[src/rtl/sdram_port_arbiter.sv]
// sdram_port_arbiter
// Owns the single SDRAM controller port. While a game is loading, loader bytes
// are queued in a small FIFO and each one is issued as a write that spans one
// full NES memory slot (slot edge to slot edge). Once loading is done and the
// FIFO has drained, the port is handed to the NES core and the NES is released
// from reset. Dropping load_done while running goes back to loading.
module sdram_port_arbiter #(
    parameter logic [1:0] SLOT_PHASE = 2'd3,
    parameter int         FIFO_DEPTH = 4
) (
    input  logic        clock,
    input  logic        reset,
    input  logic [1:0]  nes_ce,
    input  logic        load_done,
    input  logic        loader_write,
    input  logic [21:0] loader_addr,
    input  logic [7:0]  loader_data,
    input  logic [21:0] nes_addr,
    input  logic        nes_read_cpu,
    input  logic        nes_read_ppu,
    input  logic        nes_write,
    input  logic [7:0]  nes_dout,
    output logic [24:0] sd_addr,
    output logic        sd_we,
    output logic [7:0]  sd_din,
    output logic        sd_oe_a,
    output logic        sd_oe_b,
    output logic        sd_drive,
    output logic        nes_reset,
    output logic        fifo_full,
    output logic        overflow
);

    localparam int PTR_W = (FIFO_DEPTH > 1) ? $clog2(FIFO_DEPTH) : 1;
    localparam int CNT_W = PTR_W + 1;
    localparam logic [CNT_W-1:0] DEPTH_C = CNT_W'(FIFO_DEPTH);

    // Port ownership states
    localparam logic [1:0] ST_LOAD  = 2'd0;
    localparam logic [1:0] ST_DRAIN = 2'd1;
    localparam logic [1:0] ST_RUN   = 2'd2;

    logic [1:0]       state;
    logic [1:0]       state_nxt;

    // Loader FIFO: entries are {addr, data}
    logic [29:0]      fifo_mem [FIFO_DEPTH];
    logic [PTR_W-1:0] wr_ptr;
    logic [PTR_W-1:0] rd_ptr;
    logic [CNT_W-1:0] count;
    logic [29:0]      head;

    // Write currently presented to the SDRAM while loading
    logic [21:0]      wr_addr;
    logic [7:0]       wr_data;
    logic             wr_active;

    logic             slot_edge;
    logic             loading;
    logic             fifo_empty;
    logic             full;
    logic             push_req;
    logic             do_pop;
    logic             do_push;
    logic             drop;

    assign slot_edge  = (nes_ce == SLOT_PHASE);
    assign loading    = (state != ST_RUN);
    assign fifo_empty = (count == '0);
    assign full       = (count == DEPTH_C);
    assign head       = fifo_mem[rd_ptr];

    // Loader strobes are ignored entirely while the NES owns the port.
    assign push_req = loader_write && loading;
    assign do_pop   = slot_edge && loading && !fifo_empty;
    // A pop in the same cycle frees the slot being written, so a full FIFO
    // can still accept the byte.
    assign do_push  = push_req && (!full || do_pop);
    assign drop     = push_req && full && !do_pop;

    assign fifo_full = full;
    assign nes_reset = (state != ST_RUN);

    // Next-state decode for port ownership
    always_comb begin
        state_nxt = state;
        case (state)
            ST_LOAD: begin
                if (load_done)
                    state_nxt = ST_DRAIN;
            end
            ST_DRAIN: begin
                // Only hand over on a slot edge with nothing left to write,
                // so the last loader write ends on the same edge.
                if (slot_edge && fifo_empty)
                    state_nxt = ST_RUN;
            end
            ST_RUN: begin
                if (!load_done)
                    state_nxt = ST_LOAD;
            end
            default: state_nxt = ST_LOAD;
        endcase
    end

    // State register
    always_ff @(posedge clock) begin
        if (reset)
            state <= ST_LOAD;
        else
            state <= state_nxt;
    end

    // FIFO storage; contents need no reset since the pointers define validity
    always_ff @(posedge clock) begin
        if (do_push)
            fifo_mem[wr_ptr] <= {loader_addr, loader_data};
    end

    // FIFO pointers and occupancy
    always_ff @(posedge clock) begin
        if (reset) begin
            wr_ptr <= '0;
            rd_ptr <= '0;
            count  <= '0;
        end else begin
            if (do_push)
                wr_ptr <= wr_ptr + PTR_W'(1);
            if (do_pop)
                rd_ptr <= rd_ptr + PTR_W'(1);
            case ({do_push, do_pop})
                2'b10:   count <= count + CNT_W'(1);
                2'b01:   count <= count - CNT_W'(1);
                default: count <= count;
            endcase
        end
    end

    // Sticky drop flag, cleared only by reset
    always_ff @(posedge clock) begin
        if (reset)
            overflow <= 1'b0;
        else if (drop)
            overflow <= 1'b1;
    end

    // Issue one write per slot; each is held from slot edge to slot edge
    always_ff @(posedge clock) begin
        if (reset) begin
            wr_addr   <= '0;
            wr_data   <= '0;
            wr_active <= 1'b0;
        end else if (!loading) begin
            wr_active <= 1'b0;
        end else if (slot_edge) begin
            if (do_pop) begin
                wr_addr   <= head[29:8];
                wr_data   <= head[7:0];
                wr_active <= 1'b1;
            end else begin
                wr_active <= 1'b0;
            end
        end
    end

    // SDRAM port mux: loader writes while loading, NES pass-through in RUN
    always_comb begin
        sd_addr  = {3'b000, wr_addr};
        sd_din   = wr_data;
        sd_we    = wr_active;
        sd_drive = wr_active;
        sd_oe_a  = 1'b0;
        sd_oe_b  = 1'b0;
        if (state == ST_RUN) begin
            sd_addr  = {3'b000, nes_addr};
            sd_din   = nes_dout;
            sd_we    = nes_write;
            sd_drive = nes_write;
            sd_oe_a  = nes_read_cpu;
            sd_oe_b  = nes_read_ppu;
        end
    end

endmodule

[config.mk]
export PLATFORM = sky130hd
export DESIGN_NAME = sdram_port_arbiter
export DESIGN_NICKNAME = d
export VERILOG_FILES = /design/src/rtl/sdram_port_arbiter.sv
export SDC_FILE = /design/constraint.sdc
export NUM_CORES = 1
export LEC_CHECK = 0
export BUFFER_PORTS_ARGS = -buffer_cell sky130_fd_sc_hd__buf_2
export CAP_MARGIN = 20
export CORE_UTILIZATION = 55
export DETAILED_ROUTE_END_ITERATION = 10
export HOLD_SLACK_MARGIN = 0.03
export PLACE_DENSITY = 0.78
export RECOVER_POWER = 100
export SLEW_MARGIN = 10
export SYNTH_ARGS = -nofsm -noshare
export SYNTH_HDL_FRONTEND = slang
export SYNTH_SLANG_ARGS = --single-unit
[constraint.sdc]
create_clock -name clock -period 3.1 [get_ports clock]
set_input_delay 0.62 -clock clock [delete_from_list [all_inputs] [get_ports clock]]
set_output_delay 0.62 -clock clock [all_outputs]
set_load 0.01 [all_outputs]
== Word-level counts from Yosys, hierarchy flattened ==
Memory sizes are Yosys's and may differ from the RTL's. A register that Yosys moved wholly into a read port is not among the register bits.
Cells that the tools add are included.
Storage, ports and cells
  output and inout bits: 40
  latch bits: 0
  memories kept: 1
  register bits: 11
  logic and storage cells: 52
  bits in read-only memories: 0
  bits of input ports: 69
  memory bits (writable): 120
Operators by class
  order comparisons: 0
  reductions and logical operators: 17
  shifts and indexed selects: 0
  div/mod/pow operators: 0
  bitwise logic cells: 1
  multiply operators: 0
  multiplexer cells: 13
  add/sub/neg operators: 4
  eq/ne operators: 10
Memories
  fifo_mem: depth 4, width 30, read ports 1, clocked after memory_dff 1, wr ports 1, RTL line 47  | logic [29:0] fifo_mem [FIFO_DEPTH];
Operator list (count)
  2-to-1 mux 22 bit: 1
  2-to-1 mux 8 bit: 1
  != test 2 bit (second input constant): 4
  logical AND 1 bit: 7
  equality test 2 bit (second input constant): 3
  2-to-1 mux 1 bit: 6
  2-to-1 mux 2 bit: 3
  case mux 2 bit (3 select lines): 1
  case mux 3 bit (2 select lines): 1
  AND reduction 3 bit: 2
  adder 2 x 1 -> 2 bit (second input constant): 2
  equality test 2 x 1 -> 1 bit (second input constant): 2
  adder 3 x 1 -> 3 bit (second input constant): 1
  equality test 3 bit (second input constant): 1
  logical NOT 1 bit: 3
  logical NOT 3 bit: 1
  subtractor 3 x 1 -> 3 bit (second input constant): 1
  logical NOT 2 bit: 1
  nonzero test 2 bit: 1
  OR reduction 2 bit: 1
  logical OR 1 bit: 1
  NOT 1 bit: 1

== Depth between registers and ports, before layout ==
Gate-level depths: netlist of run 1.
  depth after elaboration: 7
  mapped depth: 10
  depth with buffers taken out: 8

== Worst setup path after synthesis of run 1 ==
OpenSTA, ideal clock, no wires.
  kind: input to register
  start: in nes_ce[0]
  end: reg count[2]
  buffers on the path: 1
  arrival: 2.378 ns
  setup time: 0.060 ns
  setup slack: 0.662 ns
  required time: 3.040 ns
  stages: 8
  cells stage by stage: nand2_1 nor3_4 buf_2 nand2_1 fa_1 or3_1 o31ai_1 a311o_1
On the way
  cells in the longest elaborated chain, start to end: 7
  elaborated cells on any way between the ends: 9
  classes of those cells: 3 x eq/ne; 1 x mux; 5 x reduce/logical
RTL lines
  from (decl): RTL line 13  | input logic [1:0] nes_ce,
  equality test 2 bit *: RTL line 67  | assign slot_edge = (nes_ce == SLOT_PHASE);
  logical AND 1 bit * (2 in series): RTL line 75  | assign do_pop = slot_edge && loading && !fifo_empty;
  logical OR 1 bit: RTL line 78  | assign do_push = push_req && (!full || do_pop);
  logical AND 1 bit: RTL line 78
  equality test 2 x 1 -> 1 bit or equality test 2 bit (tied branches): RTL line 131  | case ({do_push, do_pop})
  case mux 3 bit (2 select lines) or nonzero test 2 bit (tied branches)
  to (signal assigned): RTL line 132  | 2'b10: count <= count + CNT_W'(1);
  to (signal assigned): RTL line 133  | 2'b01: count <= count - CNT_W'(1);
  to (signal assigned): RTL line 134  | default: count <= count;
  to (decl): RTL line 50  | logic [CNT_W-1:0] count;
Mark *: on every way between the ends. The rest lies on a longest branch, timed or not.
A chain may end at the register's enable or synchronous reset.

== Worst setup path after layout of run 1 ==
  start: in nes_ce[1]
  end: mem fifo_mem[3][22] (enable)
On the way
  cells in the longest elaborated chain, start to end: 7
RTL lines
  equality test 2 bit: RTL line 67
  logical AND 1 bit (2 in series): RTL line 75
  logical OR 1 bit: RTL line 78
  logical AND 1 bit: RTL line 78
  2-to-1 mux 1 bit: RTL line 116  | if (do_push)
  2-to-1 mux 1 bit (not written as such): RTL line 117  | fifo_mem[wr_ptr] <= {loader_addr, loader_data};
  to (decl): RTL line 47
No other way between the ends.

==> impl_metrics.env, run 1 <==
export IMPL_ys_flop_type="edfxtp_1"
export IMPL_cts_sinks=161
export IMPL_io_buffers=105
export IMPL_grt_max_degree=34
export IMPL_hold_buffers=0
export IMPL_setup_viol=0
export IMPL_yosysMostFrequentCell="nand2_1"
export IMPL_clk_latency_ns=0.42
export IMPL_cts_resized=0
export IMPL_path_clk_slew_ns=0.06
export IMPL_startpoint_type="input port"
export IMPL_worstHoldPathType="in2reg"
export IMPL_rsz0062_at_grt="false"
export IMPL_power_density_mw_per_mm2=677
export IMPL_drt_drc_violations_left=0
export IMPL_ir_drop_mv=0.385
export IMPL_grt_pass1_vias=4179
export IMPL_fin_nets=656
export IMPL_num_vias=4107
export IMPL_fp_row_count=39
export IMPL_ios=109
export IMPL_cap_violations=1
export IMPL_hold_viol=0
export IMPL_routedWlPerCell_um=17.5
export IMPL_ys_async_sr_fraction_pct=0
export IMPL_grt_usage_pct=22.6
export IMPL_max_freq_mhz=358
export IMPL_crit_path_end="fifo_mem[3][22]"
export IMPL_min_period_ns=2.80
export IMPL_timing_rr_start="state[0]"
export IMPL_crit_fanout=14
export IMPL_tns_ns=0
export IMPL_die_h_um=111
export IMPL_crit_required_ns=3.22
export IMPL_cts_buffer_depth=2
export IMPL_crit_path_cell_trace="buf_2 > nand2_1 > a211oi_1 > and2_1 > buf_4"
export IMPL_coreArea_sq_mm=0.0115
export IMPL_netlist_cell_type_count=42
export IMPL_start_util_pct=56.7
export IMPL_crit_arrival_ns=2.92
export IMPL_grt_pass1_wl_mm=20.9
export IMPL_crit_path_top_delay_cell="a211oi_1"
export IMPL_placed_cells=705
export IMPL_finalInstanceArea_sq_mm=0.00760
export IMPL_stdcell_count=738
export IMPL_critPathMaxStageDelay_ns=0.94
export IMPL_grt_ovfl_total=0
export IMPL_antenna_left=0
export IMPL_synth_yosys_warnings=0
export IMPL_areaGrowthSynthToFinish_pct=16.9
export IMPL_synth_edf_count=120
export IMPL_synth_top_cell_area_share_pct=55.4
export IMPL_clock_skew_ns=0.00933
export IMPL_slew_violations=34
export IMPL_r2r_cells=4
export IMPL_detail_route_iter0_violations=272
export IMPL_outcome="finished with violations"
export IMPL_slew_headroom_pct=-10.9
export IMPL_viasPerCell=5.57
export IMPL_drive_gt1_share_pct=20.0
export IMPL_synth_area_sq_mm=0.00651
export IMPL_antenna_found_initial=0
export IMPL_synth_yosys_seq_area_share_pct=68.0
export IMPL_cts_tree="yes"
export IMPL_cts_setup_buffers=0
export IMPL_antenna_cells=0
export IMPL_worst_pin_slew_ns=1.66
export IMPL_synth_seq_cells=161
export IMPL_violations="capacitance limit, slew limit"
export IMPL_dpl_cell_area_sq_mm=0.00715
export IMPL_routabilityCongestion=0.767
export IMPL_synth_commonest_cells="nand2_1 (159), edfxtp_1 (120), dfxtp_1 (41), a21oi_1 (34), mux4_2 (30)"
export IMPL_r2r_slack_ns=0.31
export IMPL_whs_ns=0.450
export IMPL_p_leak_nw=2.68
export IMPL_die_area_sq_mm=0.0123
export IMPL_timing_final_crit_share_pct=90.2
export IMPL_hpwlAfterDp_mm=8.24
export IMPL_die_w_um=111
export IMPL_end_kind="register"
export IMPL_avgSynthCellArea_sq_um=13.8
export IMPL_synthCells=473
export IMPL_path_class="in2reg"
export IMPL_wl_mm=12.9
export IMPL_cts_buffers_inserted=17
export IMPL_drtPass1Iterations=4
export IMPL_crit_start="nes_ce[1]"
export IMPL_p_total_mw=5.15
export IMPL_cts_root_buf="clkbuf_16"
export IMPL_yosysTopAreaCell="edfxtp_1"
export IMPL_reg2reg_to="fifo_mem[3][22]"
export IMPL_synth_area_top_cells="edfxtp_1 (55%), dfxtp_1 (13%), mux4_2 (10%)"
export IMPL_h_tree_depth=4
worst min path at each step:
| stage | start | endpoint | slack, ns | depth (start not counted) |
|---|---|---|---|---|
| 2_1_floorplan | state[1] | state[0] | 0.40 | 1 |
| 3_3_place_gp | state[1] | state[0] | 0.42 | 1 |
| 3_5_place_dp | state[1] | state[0] | 0.44 | 1 |
| 4_1_cts | loader_addr[12] | fifo_mem[3][20] | 0.40 | 1 |
| 5_1_grt | loader_addr[14] | fifo_mem[3][22] | 0.45 | 1 |
| 6_report | loader_addr[12] | fifo_mem[3][20] | 0.45 | 1 |
layout make-up:
cell class,count,area (sq um)
inverter,7,26.3
clock buffer,18,429
sequential,161,4430
multi-input combinational,276,1850
fill,841,3860
tap,143,179
timing repair buffer,119,566
clock inverter,14,133
state kept, by name, indices dropped and copies added, names as in the netlist:
name / flops
count: 3
fifo_mem: 120
overflow: 1
rd_ptr: 2
state: 2
wr_active: 1
wr_addr: 22
wr_data: 8
wr_ptr: 2
worst max-delay path, delay by kind of cell:
| kind | cells | cell delay [ns] |
|---|---|---|
| AOI/OAI and AO/OA | 1 | 0.94 |
| and+or+nand+nor | 2 | 0.93 |
| buffers and inverters | 2 | 0.42 |
stage by stage:
stage / util [%] / setup WS, ns
after global placement: 62.4 / 0.579
after floorplan: - / 0.662
final: 66.3 / 0.304
after detailed placement: 62.4 / 0.507
after CTS: 67.3 / 0.147
after global routing: 66.3 / 0.0901
per-layer routing:
layer	wire length [um]	GRT usage, %	part of all wire [%]
met1	5420	27.9	42
met2	6570	38.0	51
met3	664	5.63	5.1
met4	281	9.87	2.2
met5	0	0	0
kinds of logic (layout without fill, tap and decap cells):
kind of cell	after synthesis	count (layout)	share of synthesized area [%]
XOR/XNOR	3	3	0.404
buffers and inverters	38	158	3.35
AO/OA/AOI/OAI	44	44	4.06
other	1	3	0.0576
flip-flops	161	161	68.0
adder cells (fa/ha/maj)	5	5	1.08
multiplexers	31	31	10.5
AND/OR/NAND/NOR	190	190	12.5
power by group:
part	total [mW]	leakage (nW)	switching, mW	internal (mW)
Clock	1.96	0.269	0.844	1.11
Sequential	2.58	1.44	0.0849	2.49
Combinational	0.615	0.978	0.352	0.264
layout by cell type (no fill, tap or decap), drive strengths merged, types with 2 or more instances in the layout:
master    netlist  routed
inv             7      11
a211oi          2       2
and2            8       8
conb            1       3
or3             3       3
mux4           30      30
ha              4       4
buf            19      48
edfxtp        120     120
nor2b           2       2
xnor2           3       3
nor2            6       6
a21oi          34      34
clkinv          0       7
nand2         159     159
nand4           2       2
nor3            4       4
dfxtp          41      41
clkbuf         12      89
clkinvlp        0       2
No activity file was read; power rests on OpenSTA's default activity.
==> run 2: changes to the inputs <==
--- a/config.mk
+++ b/config.mk
@@ -12,6 +12,7 @@
 export HOLD_SLACK_MARGIN = 0.03
 export PLACE_DENSITY = 0.78
 export RECOVER_POWER = 100
+export REMOVE_ABC_BUFFERS = 1
 export SLEW_MARGIN = 10
 export SYNTH_ARGS = -nofsm -noshare
 export SYNTH_HDL_FRONTEND = slang
==> run 2 against run 1 <==
Against the previous run: the flow now finishes without violations; core utilization increased by 0.29 points; sequential power about the same; non-clock buffer count decreased by 4; critical path depth is 1 higher; fmax decreased by 0.34%; clock power increased by 13%; clock skew is 0.0046 ns higher; sequential share of layout area is 0.24 points lower; via count decreased by 0.66%; cell count fell by 0.54%; final area grew 0.44%; first-iteration DRC count rose by 4.8%; largest power group unchanged.
==> impl_metrics.env, run 2 (synthesized netlist as in run 1, its figures left out) <==
export IMPL_timing_rr_start="state[1]"
export IMPL_grt_pass1_vias=4063
export IMPL_cts_buffers_inserted=17
export IMPL_cts_buffer_depth=2
export IMPL_setup_viol=0
export IMPL_placed_cells=702
export IMPL_die_w_um=111
export IMPL_cts_root_buf="clkbuf_16"
export IMPL_path_clk_slew_ns=0.06
export IMPL_layout_commonest_cell="nand2_1"
export IMPL_r2r_slack_ns=0.37
export IMPL_clk_latency_ns=0.42
export IMPL_dpl_cell_area_sq_mm=0.00714
export IMPL_num_vias=4080
export IMPL_cap_violations=0
export IMPL_drive_gt1_share_pct=19.5
export IMPL_clock_skew_ns=0.0139
export IMPL_setup_slack_ns=0.294
export IMPL_startpoint_type="register"
export IMPL_r2r_cells=5
export IMPL_fp_row_count=39
export IMPL_power_density_mw_per_mm2=706
export IMPL_hold_viol=0
export IMPL_pre_cts_ws_ns=0.669
export IMPL_cts_sinks=161
export IMPL_n_fill_cell=826
export IMPL_finalInstanceArea_sq_mm=0.00764
export IMPL_viasPerCell=5.56
export IMPL_wl_mm=12.9
export IMPL_outcome="finished clean"
export IMPL_cts_resized=0
export IMPL_end_kind="output pin"
export IMPL_reg_largest_list="fifo_mem: 120 flops, wr_addr: 22 flops, wr_data: 8 flops"
export IMPL_reg2reg_to="fifo_mem[3][22]"
export IMPL_h_tree_depth=4
export IMPL_drt_drc_violations_left=0
export IMPL_crit_required_ns=2.48
export IMPL_crit_path_cell_trace="nor2b_1 > inv_1 > buf_4 > nand2_1 > nand2_1 > clkbuf_1"
export IMPL_slew_violations=0
export IMPL_max_freq_mhz=356
export IMPL_path_common_cell="nand2_1"
export IMPL_worst_pin_slew_ns=1.03
export IMPL_min_period_ns=2.81
export IMPL_ios=109
export IMPL_crit_start="state[1]"
export IMPL_crit_fanout=23
export IMPL_cts_setup_buffers=0
export IMPL_p_total_mw=5.40
export IMPL_io_buffers=105
export IMPL_die_area_sq_mm=0.0123
export IMPL_fin_nets=652
export IMPL_largest_reg_flops=120
export IMPL_p_leak_nw=2.70
export IMPL_antenna_found_initial=0
export IMPL_regMostFlops="fifo_mem"
export IMPL_timing_final_crit_share_pct=90.5
export IMPL_grt_max_degree=43
export IMPL_rsz0062_at_grt="false"
export IMPL_hold_buffers=0
export IMPL_cts_tree="yes"
export IMPL_worstHoldPathType="reg2reg"
export IMPL_routedWlPerCell_um=17.6
export IMPL_crit_arrival_ns=2.19
export IMPL_fin_util_pct=66.6
export IMPL_regArea_sq_mm=0.00443
export IMPL_drtPass1Iterations=5
export IMPL_crit_path_top_delay_cell="inv_1"
export IMPL_grt_ovfl_total=0
export IMPL_detail_route_iter0_violations=285
export IMPL_tns_ns=0
export IMPL_areaGrowthSynthToFinish_pct=17.4
export IMPL_antenna_cells=0
export IMPL_final_cell_mix="nand2_1 (159), edfxtp_1 (120), clkbuf_1 (67), buf_2 (40), dfxtp_1 (39)"
export IMPL_grt_usage_pct=22.3
export IMPL_die_h_um=111
export IMPL_stdcell_count=734
export IMPL_antenna_left=0
export IMPL_hpwlAfterDp_mm=7.64
export IMPL_routabilityCongestion=0.714
export IMPL_start_util_pct=56.7
export IMPL_grt_pass1_wl_mm=20.5
export IMPL_critPathMaxStageDelay_ns=0.71
export IMPL_ir_drop_mv=0.436
export IMPL_crit_path_end="sd_we"
export IMPL_path_class="reg2out"
export IMPL_slew_headroom_pct=31.2
export IMPL_multi_input_area_sq_mm=0.00183
export IMPL_coreArea_sq_mm=0.0115
export IMPL_whs_ns=0.454
## run 2: changes by cell type in the layout (fill, tap and decap cells not counted), sizes merged
cell	delta
bufinv	+4
clkinv	-2
buf	-2
inv	-4
## run 2: worst min-delay path by stage
stage,end,slack [ns],depth (start not counted),startpoint
detailed placement,state[0],0.44,1,state[1]
floorplan,state[0],0.40,1,state[1]
global route,wr_data[6],0.47,2,wr_data[6]
CTS,fifo_mem[3][12],0.40,1,loader_addr[4]
finish,state[0],0.45,1,state[1]
global placement,state[0],0.43,1,state[1]
## run 2: per-layer routing
layer | vias to the layer above | GRT usage [%] | routed length, um
met1 | 2006 | 27.8 | 5370
met2 | 163 | 38.3 | 6610
li1 | 1898 | - | -
met3 | 13 | 4.59 | 769
met4 | 0 | 8.89 | 160
met5 | - | 0 | 0
## run 2: layout make-up
cell class / count / share of cell area (%)
clock buffer: 20 / 5.85
clock inverter: 12 / 2.46
inverter: 7 / 0.344
multi-input combinational: 276 / 24.0
sequential: 161 / 58.0
tap: 143 / 2.34
timing repair buffer: 115 / 7.09
## run 2: critical path, delay by kind of cell (launching register included)
kind,cells,cell delay [ns]
flops,1,0.31
simple gates,3,0.27
buf+inv,3,1.18
## run 2: report_power, final
group | internal, mW | switching, mW | total [mW]
Clock | 1.44 | 0.781 | 2.22
Sequential | 2.49 | 0.0778 | 2.57
Combinational | 0.257 | 0.347 | 0.604
==> run 3: changes to the inputs <==
--- a/config.mk
+++ b/config.mk
@@ -5,12 +5,13 @@
 export SDC_FILE = /design/constraint.sdc
 export NUM_CORES = 1
 export LEC_CHECK = 0
+export ABC_CLOCK_PERIOD_IN_PS = 3300
 export BUFFER_PORTS_ARGS = -buffer_cell sky130_fd_sc_hd__buf_2
 export CAP_MARGIN = 20
-export CORE_UTILIZATION = 55
+export CORE_UTILIZATION = 50
 export DETAILED_ROUTE_END_ITERATION = 10
 export HOLD_SLACK_MARGIN = 0.03
-export PLACE_DENSITY = 0.78
+export PLACE_DENSITY = 0.72
 export RECOVER_POWER = 100
 export REMOVE_ABC_BUFFERS = 1
 export SLEW_MARGIN = 10
==> constraint.sdc (replaced) <==
create_clock -name clock -period 3.3 [get_ports clock]
set_input_delay 0.66 -clock clock [delete_from_list [all_inputs] [get_ports clock]]
set_output_delay 0.66 -clock clock [all_outputs]
set_load 0.01 [all_outputs]
==> run 3 against run 2 <==
Against the previous run: power fell by 9.5%; combinational power fell by 4.6%; clock skew fell by 0.0048 ns; setup slack improved by 0.19 ns; die area rose by 9.8%; via count fell by 1.2%; clock power fell by 14%; global-route usage fell by 1.2 points; count of clock-buffer cells in the layout fell by 3; register-to-register slack improved by 0.22 ns; largest cell class unchanged.
==> impl_metrics.env, run 3 (synthesized netlist as in run 1, its figures left out) <==
export IMPL_outcome="finished clean"
export IMPL_stdcell_count=763
export IMPL_viasPerCell=5.28
export IMPL_die_h_um=116
export IMPL_clk_latency_ns=0.43
export IMPL_die_w_um=116
export IMPL_antenna_cells=0
export IMPL_crit_fanout=22
export IMPL_regMostFlops="fifo_mem"
export IMPL_slew_headroom_pct=34.4
export IMPL_wl_mm=12.8
export IMPL_critPathMaxStageDelay_ns=0.53
export IMPL_end_kind="output pin"
export IMPL_fin_nets=652
export IMPL_routabilityCongestion=0.832
export IMPL_layout_commonest_cell="nand2_1"
export IMPL_grt_max_degree=43
export IMPL_slew_violations=0
export IMPL_cts_sinks=161
export IMPL_worstHoldPathType="reg2reg"
export IMPL_num_vias=4031
export IMPL_h_tree_depth=4
export IMPL_hold_buffers=0
export IMPL_largest_reg_flops=120
export IMPL_clock_skew_ns=0.00908
export IMPL_setup_viol=0
export IMPL_startpoint_type="register"
export IMPL_crit_arrival_ns=2.16
export IMPL_drt_drc_violations_left=0
export IMPL_crit_path_top_delay_cell="clkbuf_2"
export IMPL_ios=109
export IMPL_reg_largest_list="fifo_mem: 120 flops, wr_addr: 22 flops, wr_data: 8 flops"
export IMPL_crit_required_ns=2.64
export IMPL_antenna_left=0
export IMPL_cts_root_buf="clkbuf_16"
export IMPL_crit_path_cell_trace="nor2b_1 > inv_1 > clkbuf_2 > nand2_1 > nand2_1 > clkbuf_1"
export IMPL_pre_cts_ws_ns=0.837
export IMPL_n_fill_cell=1019
export IMPL_placed_cells=731
export IMPL_fin_util_pct=60.5
export IMPL_antenna_found_initial=0
export IMPL_drive_gt1_share_pct=20.5
export IMPL_die_area_sq_mm=0.0135
export IMPL_path_clk_slew_ns=0.07
export IMPL_hpwlAfterDp_mm=8.08
export IMPL_max_freq_mhz=355
export IMPL_rsz0062_at_grt="false"
export IMPL_cts_resized=0
export IMPL_dpl_cell_area_sq_mm=0.00720
export IMPL_grt_pass1_wl_mm=20.2
export IMPL_routedWlPerCell_um=16.7
export IMPL_areaGrowthSynthToFinish_pct=17.8
export IMPL_start_util_pct=51.3
export IMPL_hold_viol=0
export IMPL_ir_drop_mv=0.561
export IMPL_grt_usage_pct=21.1
export IMPL_timing_final_crit_share_pct=85.4
export IMPL_power_density_mw_per_mm2=637
export IMPL_grt_ovfl_total=0
export IMPL_path_class="reg2out"
export IMPL_whs_ns=0.458
export IMPL_setup_slack_ns=0.483
export IMPL_p_leak_nw=2.69
export IMPL_coreArea_sq_mm=0.0127
export IMPL_grt_pass1_vias=3953
export IMPL_min_period_ns=2.82
export IMPL_final_cell_mix="nand2_1 (159), edfxtp_1 (120), clkbuf_1 (64), buf_2 (42), dfxtp_1 (39)"
export IMPL_drtPass1Iterations=5
export IMPL_tns_ns=0
export IMPL_cap_violations=0
export IMPL_cts_buffer_depth=2
export IMPL_fp_row_count=41
export IMPL_io_buffers=105
export IMPL_finalInstanceArea_sq_mm=0.00766
export IMPL_worst_pin_slew_ns=0.978
export IMPL_p_total_mw=4.88
export IMPL_cts_setup_buffers=0
export IMPL_cts_buffers_inserted=17
export IMPL_path_common_cell="nand2_1"
export IMPL_cts_tree="yes"
export IMPL_detail_route_iter0_violations=264
[run 3: worst max-delay path, delay by kind of cell, from the launching register on]
| family | cells | cell delay [ns] |
|---|---|---|
| flip-flops | 1 | 0.32 |
| AND/OR/NAND/NOR | 3 | 0.40 |
| buffers and inverters | 3 | 1.00 |
[run 3: metal layers]
metal  vias to the layer above  wire [um]  global-route usage [%]
met5                         -          0                       0
met4                         0        102                    9.49
met3                         8        767                    6.01
met2                       136       6650                    35.2
met1                      1981       5250                    25.6
li1                       1906          -                       -
[run 3: area by class of cell]
cell class,instances,area (sq um),share of cell area [%]
inverters,7,26.3,0.343
clock inverters,15,163,2.12
repair buffers,115,566,7.38
well taps,172,215,2.81
clock buffers,17,425,5.55
multi-input cells,276,1840,24.0
flip-flops and latches,161,4430,57.8
[run 3: worst paths after layout]
check	from	end	slack (ns)	depth (start not counted)
hold / removal	wr_addr[13]	wr_addr[13]	0.46	2
hold reg to reg	wr_addr[13]	wr_addr[13]	0.46	2
setup / recovery	state[1]	sd_din[0]	0.48	6
setup reg to reg	state[1]	wr_addr[10]	0.59	6
[run 3: report_power, final]
part           internal, mW  switching (mW)
sequential             2.34          0.0679
combinational         0.247           0.329
clock                  1.01           0.888
